$ cat config.mk
export PLATFORM = sky130hd
export DESIGN_NAME = lsu_wb_stage
export DESIGN_NICKNAME = d
export VERILOG_FILES = /design/src/rtl/lsu_wb_stage_pkg.sv /design/src/rtl/lsu_align.sv /design/src/rtl/lsu_wb_stage.sv
export SDC_FILE = /design/constraint.sdc
export NUM_CORES = 1
export LEC_CHECK = 0
export BUFFER_PORTS_ARGS = -buffer_cell sky130_fd_sc_hd__buf_2
export CORE_MARGIN = 2
export CORE_UTILIZATION = 40
export CTS_CLUSTER_SIZE = 20
export DETAILED_ROUTE_END_ITERATION = 8
export PLACE_DENSITY = 0.74
export SKIP_LAST_GASP = 1
export SYNTH_ARGS = -nofsm -noshare
export SYNTH_HDL_FRONTEND = slang
export SYNTH_SLANG_ARGS = --single-unit
$ cat constraint.sdc
create_clock -name clk -period 17 [get_ports clk]
set_input_delay 3.4 -clock clk [delete_from_list [all_inputs] [get_ports clk]]
set_output_delay 3.4 -clock clk [all_outputs]
set_load 0.05 [all_outputs]
$ cat src/rtl/lsu_wb_stage_pkg.sv
// Shared encodings for the load/store writeback stage: access direction, access size,
// FSM state codes, the captured-operation record and the alignment rule.
package lsu_wb_stage_pkg;

  localparam logic MEM_READ  = 1'b0;
  localparam logic MEM_WRITE = 1'b1;

  localparam logic [1:0] MEM_SIZE_B = 2'b00;
  localparam logic [1:0] MEM_SIZE_H = 2'b01;
  localparam logic [1:0] MEM_SIZE_W = 2'b10;
  localparam logic [1:0] MEM_SIZE_D = 2'b11;

  localparam logic [1:0] ST_IDLE = 2'd0;
  localparam logic [1:0] ST_REQ  = 2'd1;
  localparam logic [1:0] ST_WAIT = 2'd2;

  typedef struct packed {
    logic       we;
    logic [1:0] size;
    logic       uns;
  } mem_op_t;

  // A dword access is never legal on a 32-bit datapath, whatever its address.
  function automatic logic is_misaligned(input logic [1:0] size, input logic [2:0] addr_lo,
                                         input logic dw64);
    case (size)
      MEM_SIZE_B: is_misaligned = 1'b0;
      MEM_SIZE_H: is_misaligned = addr_lo[0];
      MEM_SIZE_W: is_misaligned = |addr_lo[1:0];
      default:    is_misaligned = !dw64 || (|addr_lo);
    endcase
  endfunction

endpackage

$ cat src/rtl/lsu_align.sv
// Byte-lane alignment: shifts store data and builds strobes on the way out, and
// extracts plus sign/zero-extends load data on the way back.
module lsu_align
  import lsu_wb_stage_pkg::*;
#(
  parameter  int DATA_WIDTH = 32,
  localparam int STRB_W     = DATA_WIDTH / 8,
  localparam int OFF_W      = $clog2(STRB_W)
) (
  input  logic [1:0]            i_size,
  input  logic                  i_unsigned,
  input  logic [OFF_W-1:0]      i_offset,
  input  logic [DATA_WIDTH-1:0] i_wdata,
  input  logic [DATA_WIDTH-1:0] i_rdata,
  output logic [DATA_WIDTH-1:0] o_wdata,
  output logic [STRB_W-1:0]     o_wstrb,
  output logic [DATA_WIDTH-1:0] o_rdata
);

  logic [STRB_W-1:0]     w_mask;
  logic [6:0]            w_nbits;
  logic                  w_sign;
  logic [DATA_WIDTH-1:0] w_shifted;
  logic [DATA_WIDTH-1:0] w_lo_mask;

  assign w_shifted = i_rdata >> {i_offset, 3'b000};

  always_comb begin
    // NOTE: every signal written here gets a default first, so no path can infer a latch.
    w_mask  = STRB_W'(8'h01);
    w_nbits = 7'd8;
    w_sign  = w_shifted[7];
    case (i_size)
      MEM_SIZE_H: begin
        w_mask  = STRB_W'(8'h03);
        w_nbits = 7'd16;
        w_sign  = w_shifted[15];
      end
      MEM_SIZE_W: begin
        w_mask  = STRB_W'(8'h0F);
        w_nbits = 7'd32;
        w_sign  = w_shifted[31];
      end
      MEM_SIZE_D: begin
        w_mask  = STRB_W'(8'hFF);
        w_nbits = 7'd64;
        w_sign  = w_shifted[DATA_WIDTH-1];
      end
      default: ;
    endcase
  end

  // A shift by the full width yields zero, so a full-width access gets an all-ones mask.
  assign w_lo_mask = ~({DATA_WIDTH{1'b1}} << w_nbits);

  assign o_rdata = (w_shifted & w_lo_mask)
                 | ({DATA_WIDTH{w_sign & ~i_unsigned}} & ~w_lo_mask);
  assign o_wstrb = w_mask << i_offset;
  assign o_wdata = i_wdata << {i_offset, 3'b000};

endmodule

$ cat src/rtl/lsu_wb_stage.sv
// Load/store + writeback stage between EX and the GPR write port, driving a
// req/gnt/rvalid memory port with one access outstanding. DATA_WIDTH is 32 or 64.
module lsu_wb_stage
  import lsu_wb_stage_pkg::*;
#(
  parameter  int DATA_WIDTH = 32,
  parameter  int ADDR_WIDTH = 32,
  parameter  int REG_AW     = 5,
  localparam int STRB_W     = DATA_WIDTH / 8
) (
  input  logic                  clk,
  input  logic                  rst,
  input  logic                  ex_valid,
  input  logic                  ex_mem_ena,
  input  logic                  ex_mem_rw,
  input  logic [1:0]            ex_mem_size,
  input  logic                  ex_mem_unsigned,
  input  logic [ADDR_WIDTH-1:0] ex_addr,
  input  logic [DATA_WIDTH-1:0] ex_wdata,
  input  logic [REG_AW-1:0]     ex_waddr,
  output logic                  mem_req,
  output logic                  mem_we,
  output logic [ADDR_WIDTH-1:0] mem_addr,
  output logic [DATA_WIDTH-1:0] mem_wdata,
  output logic [STRB_W-1:0]     mem_wstrb,
  input  logic                  mem_gnt,
  input  logic                  mem_rvalid,
  input  logic [DATA_WIDTH-1:0] mem_rdata,
  output logic [REG_AW-1:0]     gprs_waddr_o,
  output logic [DATA_WIDTH-1:0] gprs_wdata_o,
  output logic                  stall,
  output logic                  misalign
);

  localparam int OFF_W = $clog2(STRB_W);

  logic [1:0]            r_state;
  logic [1:0]            w_state_nxt;
  mem_op_t               r_op;
  logic [OFF_W-1:0]      r_offset;
  logic [REG_AW-1:0]     r_waddr;
  logic [ADDR_WIDTH-1:0] r_addr;
  logic [DATA_WIDTH-1:0] r_wdata;
  logic [STRB_W-1:0]     r_wstrb;

  mem_op_t               w_ex_op;
  mem_op_t               w_op;
  logic [OFF_W-1:0]      w_offset;
  logic [ADDR_WIDTH-1:0] w_ex_addr_al;
  logic [STRB_W-1:0]     w_ex_wstrb;
  logic [DATA_WIDTH-1:0] w_al_wdata;
  logic [STRB_W-1:0]     w_al_wstrb;
  logic [DATA_WIDTH-1:0] w_al_rdata;
  logic w_idle, w_ex_mem, w_ex_misal, w_issue, w_bypass;
  logic w_req, w_we, w_acc, w_st_done, w_ld_done, w_busy;

  // Reset is folded into the decode so every output shows its idle value while rst is high.
  assign w_idle     = (r_state == ST_IDLE) && !rst;
  assign w_ex_mem   = w_idle && ex_valid && ex_mem_ena;
  assign w_ex_misal = is_misaligned(ex_mem_size, ex_addr[2:0], DATA_WIDTH == 64);
  assign w_issue    = w_ex_mem && !w_ex_misal;
  assign w_bypass   = w_idle && ex_valid && !ex_mem_ena;

  assign w_ex_op      = '{we: (ex_mem_rw == MEM_WRITE), size: ex_mem_size, uns: ex_mem_unsigned};
  assign w_ex_addr_al = {ex_addr[ADDR_WIDTH-1:OFF_W], {OFF_W{1'b0}}};
  assign w_ex_wstrb   = w_ex_op.we ? w_al_wstrb : '0;

  // In IDLE the op comes straight from EX (covers same-cycle gnt+rvalid); otherwise from the capture.
  assign w_op     = w_idle ? w_ex_op : r_op;
  assign w_offset = w_idle ? ex_addr[OFF_W-1:0] : r_offset;

  lsu_align #(
    .DATA_WIDTH (DATA_WIDTH)
  ) u_align (
    .i_size     (w_op.size),
    .i_unsigned (w_op.uns),
    .i_offset   (w_offset),
    .i_wdata    (ex_wdata),
    .i_rdata    (mem_rdata),
    .o_wdata    (w_al_wdata),
    .o_wstrb    (w_al_wstrb),
    .o_rdata    (w_al_rdata)
  );

  assign w_req     = w_issue || ((r_state == ST_REQ) && !rst);
  assign w_we      = w_req && w_op.we;
  assign w_acc     = w_req && mem_gnt;
  assign w_st_done = w_acc && w_we;
  assign w_ld_done = (w_acc && !w_we && mem_rvalid)
                   || ((r_state == ST_WAIT) && !rst && mem_rvalid);
  assign w_busy    = w_issue || ((r_state != ST_IDLE) && !rst);

  assign mem_req   = w_req;
  assign mem_we    = w_we;
  assign mem_addr  = w_idle ? w_ex_addr_al : r_addr;
  assign mem_wdata = w_idle ? w_al_wdata : r_wdata;
  assign mem_wstrb = !w_req ? '0 : (w_idle ? w_ex_wstrb : r_wstrb);
  assign stall     = w_busy && !(w_st_done || w_ld_done);
  assign misalign  = w_ex_mem && w_ex_misal;

  always_comb begin
    gprs_waddr_o = '0;
    gprs_wdata_o = '0;
    if (w_bypass) begin
      gprs_waddr_o = ex_waddr;
      gprs_wdata_o = ex_wdata;
    end else if (w_ld_done) begin
      gprs_waddr_o = w_idle ? ex_waddr : r_waddr;
      gprs_wdata_o = w_al_rdata;
    end
  end

  always_comb begin
    w_state_nxt = r_state;
    case (r_state)
      ST_IDLE: begin
        if (w_issue) begin
          if (!mem_gnt)                    w_state_nxt = ST_REQ;
          else if (!w_we && !mem_rvalid)   w_state_nxt = ST_WAIT;
        end
      end
      ST_REQ: begin
        if (mem_gnt) w_state_nxt = (w_we || mem_rvalid) ? ST_IDLE : ST_WAIT;
      end
      ST_WAIT: begin
        if (mem_rvalid) w_state_nxt = ST_IDLE;
      end
      default: w_state_nxt = ST_IDLE;
    endcase
  end

  always_ff @(posedge clk) begin
    // NOTE: non-blocking so every register samples pre-edge values regardless of statement order.
    if (rst) r_state <= ST_IDLE;
    else     r_state <= w_state_nxt;
  end

  // NOTE: the capture registers carry no reset; they are only read after an issue has loaded them.
  always_ff @(posedge clk) begin
    if (w_issue) begin
      r_op     <= w_ex_op;
      r_offset <= ex_addr[OFF_W-1:0];
      r_waddr  <= ex_waddr;
      r_addr   <= w_ex_addr_al;
      r_wdata  <= w_al_wdata;
      r_wstrb  <= w_ex_wstrb;
    end
  end

endmodule

==> summary.md <==
| Metric | Value |
|---|---|
| Status | complete, no violations |
| Hold wc startpoint | r_state[1]$_SDFFE_PP0P_ |
| CTS tree | built |
| Vias in the first global route | around 4800 |
| WS Path Type | in -> out |
| Data required, critical path | 13600 ps |
| Hold_ws | 644 ps |
| Core Util, Final | 0.515 |
| Synth cell types | 57 |
| Worst slew margin | 0.341 |
| Clock Path Buffers | 2 |
| DRT Wirelength | 17200 um |
| Register area | around 2400 um2 |
| Worst path arrival time | 6420 ps |
| Clock slew at reported path FFs | 50 ps |
| Drc violations | 0 |
| Critical path launch point | rst |
| Global-route wire length before repair | 25900 um |
| F_max | a little over 100 MHz |
| Post-CTS setup buffer count | 0 |
| Overflow after GRT | 0 |
| Final hold viol count | 0 |
| Non-filler cells in the finished layout | around 910 |
| Ports | 220 |
| Worst Setup Start Kind | primary input |
| Worst IR Drop VDD | 0.0437 mV |
| RSZ-0062 raised after global routing | false |
| Area grow syn2layout | 26.5% |
| Critical-path maximum fanout | 78 |
| Max Cap Viol | 0 |
| Final Max Slew Viols | 0 |
| Xor and xnor area share after synthesis | 0 |
| Post-route clock skew | 10.2 ps |
| Setup TNS | 0 ps |
| Main combinational cell family by area after synthesis | multiplexers |
| Slew @ Worst Pin | 969 ps |
| Vias per inst | 5.57 |
| Layout Nets | roughly 840 |
| Cell row count | 42 |
| H-tree lvl count | 3 |
| Diodes inserted | 0 |
| Mux cell area share after synthesis | 0.183 |
| Syn_area_per_cell | roughly 10 um2 |
| CTS sink count | 79 |
| Clk Latency, worst-skew pair | between 300 and 400 ps |
| Die H | 120 um |
| Pleak | roughly 0.0031 uW |
| Cells after DPL | 891 |
| GR Util All Layers | 0.234 |
| Crit share post-route | 0.578 |
| Die Wd | 120 um |
| Syn Inst Count | 530 |
| Drt initial violations | just under 400 |
| Post-synth EDFFs | slightly below 80 |
| Top FF cell, synth | edfxtp_1 |
| Min Clock Period, post-route | 9820 ps |
| Largest net degree at the start of global routing | 79 |
| Setup violators final | 0 |
| Cell area after synthesis | about 5300 um2 |
| Yosys warns | 0 |
| Asr flop ratio synth | 0 |
| R2R Path Start | r_state[1]$_SDFFE_PP0P_ |
| Drt pass-1 iters | 5 |
| CP Capture Type | output port |
| Simple-gate portion of the synthesized area | 0.179 |
| P per Cell Area | 83.2 nW/um2 |
| Post-synthesis compound-gate area fraction | 0.156 |
| Post_cts resized | 0 |
| Post-DR wirelength/cell | 18.9 um |
| Area of the multi-input gates | 2790 um2 |
| Adder-Cell Fraction of Synth Area | 0 |
| CTS root buffer | clkbuf_16 |
| Initial Utilization | 0.407 |
| PnR Total Power | approximately 560 uW |
| Yosys reg bits | slightly below 80 |
| Layout cells sized above 1 | 0.392 |
| Hold_buf cts | 0 |
| Area of the die | 14300 um2 |
| Hold WC Path Type | reg -> reg |
| Core area | between 10000 and 15000 um2 |
| Hpwl dp | 12200 um |
| Inserted Clock Buffers | 9 |
| Port bufs | 217 |
| Via count | 5046 |
| Sequential-to-total area share from yosys stat | 0.440 |
| Initial antenna violation count | 0 |
| ANT nets after route | 0 |
| Placer Congestion | around 0.85 |
| Fillcell total | 1247 |
-- cell families (layout without fill, tap and decap cells) --
family,count (synthesis),in the layout
and+or+nand+nor,220,220
DFF,79,79
other,1,2
AOI/OAI and AO/OA,107,107
muxes,81,81
buffers and inverters,42,241
-- flip-flops by register name, indices dropped and copies added (netlist names) --
name / flops
r_wdata: 32
r_addr: 30
r_waddr: 5
r_op: 4
r_wstrb: 4
r_offset: 2
r_state: 2
-- layout by cell type, fill, tap and decap left out, drive strengths merged, types with 8 or more instances in the layout --
cell type / instances
o22ai: 8
a21oi: 8
nor2b: 13
a32oi: 8
edfxtp: 77
mux2: 25
o21ai: 24
a22o: 12
mux4: 9
a221oi: 8
a221o: 8
nand2: 150
o31ai: 8
a21o: 8
nand3: 12
mux2i: 47
buf: 223
nor2: 23
clkbuf: 9
-- power by group --
part / internal, uW / switching [uW]
sequential: 219 / 1.44
clock: 95.9 / 72.0
combinational: 51.1 / 123
-- metrics by stage --
| stage | worst slack (ps) | cell area [um2] |
|---|---|---|
| after global placement | 7220 | 6510 |
| after detailed placement | 7160 | 6510 |
| final | 7180 | 6760 |
| after floorplan | 4630 | 5350 |
| after CTS | 7160 | 6760 |
| after global routing | 7010 | 6760 |
-- routing by layer --
metal | global-route usage | wire (um) | vias up
li1 | - | - | 2369
met4 | 0.0824 | 342 | 0
met1 | 0.316 | 7310 | 2353
met2 | 0.379 | 7940 | 299
met5 | 0 | 0 | -
met3 | 0.0433 | 1560 | 25
-- final timing paths --
path                             endpoint  slack, ps  cells after the start
setup reg to reg    r_wdata[23]$_DFFE_PP_      14110                      5
hold / removal    r_state[1]$_SDFFE_PP0P_        640                      2
setup / recovery         gprs_wdata_o[30]       7180                      8
hold reg to reg   r_state[1]$_SDFFE_PP0P_        640                      2
-- worst max-delay path, cell delays in order --
cell	delay, ps
buf_2	160
or3_2	180
buf_4	670
mux2i_2	900
and2_1	310
o311ai_2	270
nand2_1	200
buf_2	280
-- final cells by class --
cell class	count	share of cell area
Clock buffer	9	0.0333
Timing Repair Buffer	223	0.167
Clock inverter	6	0.00426
Tap cell	176	0.0326
Inverter	3	0.00167
Sequential cell	79	0.348
Multi-Input combinational cell	410	0.413
-- synth_stat cells, types with 6 or more instances --
master	number	area share
nand2_1	149	0.10
edfxtp_1	77	0.43
mux2i_1	44	0.082
mux2_2	24	0.051
nor2_1	23	0.016
clkbuf_1	21	0.015
nor2b_1	13	0.015
o21ai_1	13	0.012
a22o_1	12	0.020
nand3_1	12	0.011
mux4_2	9	0.038
a21o_1	8	0.011
a21oi_1	8	0.0075
a221o_1	8	0.015
a221oi_1	8	0.013
a32oi_1	8	0.013
o21ai_0	8	0.0075
o22ai_1	8	0.0094
o31ai_1	8	0.011
buf_2	6	0.0056
nand2b_1	6	0.0070
Note: power is estimated with default switching activity, not from simulation.
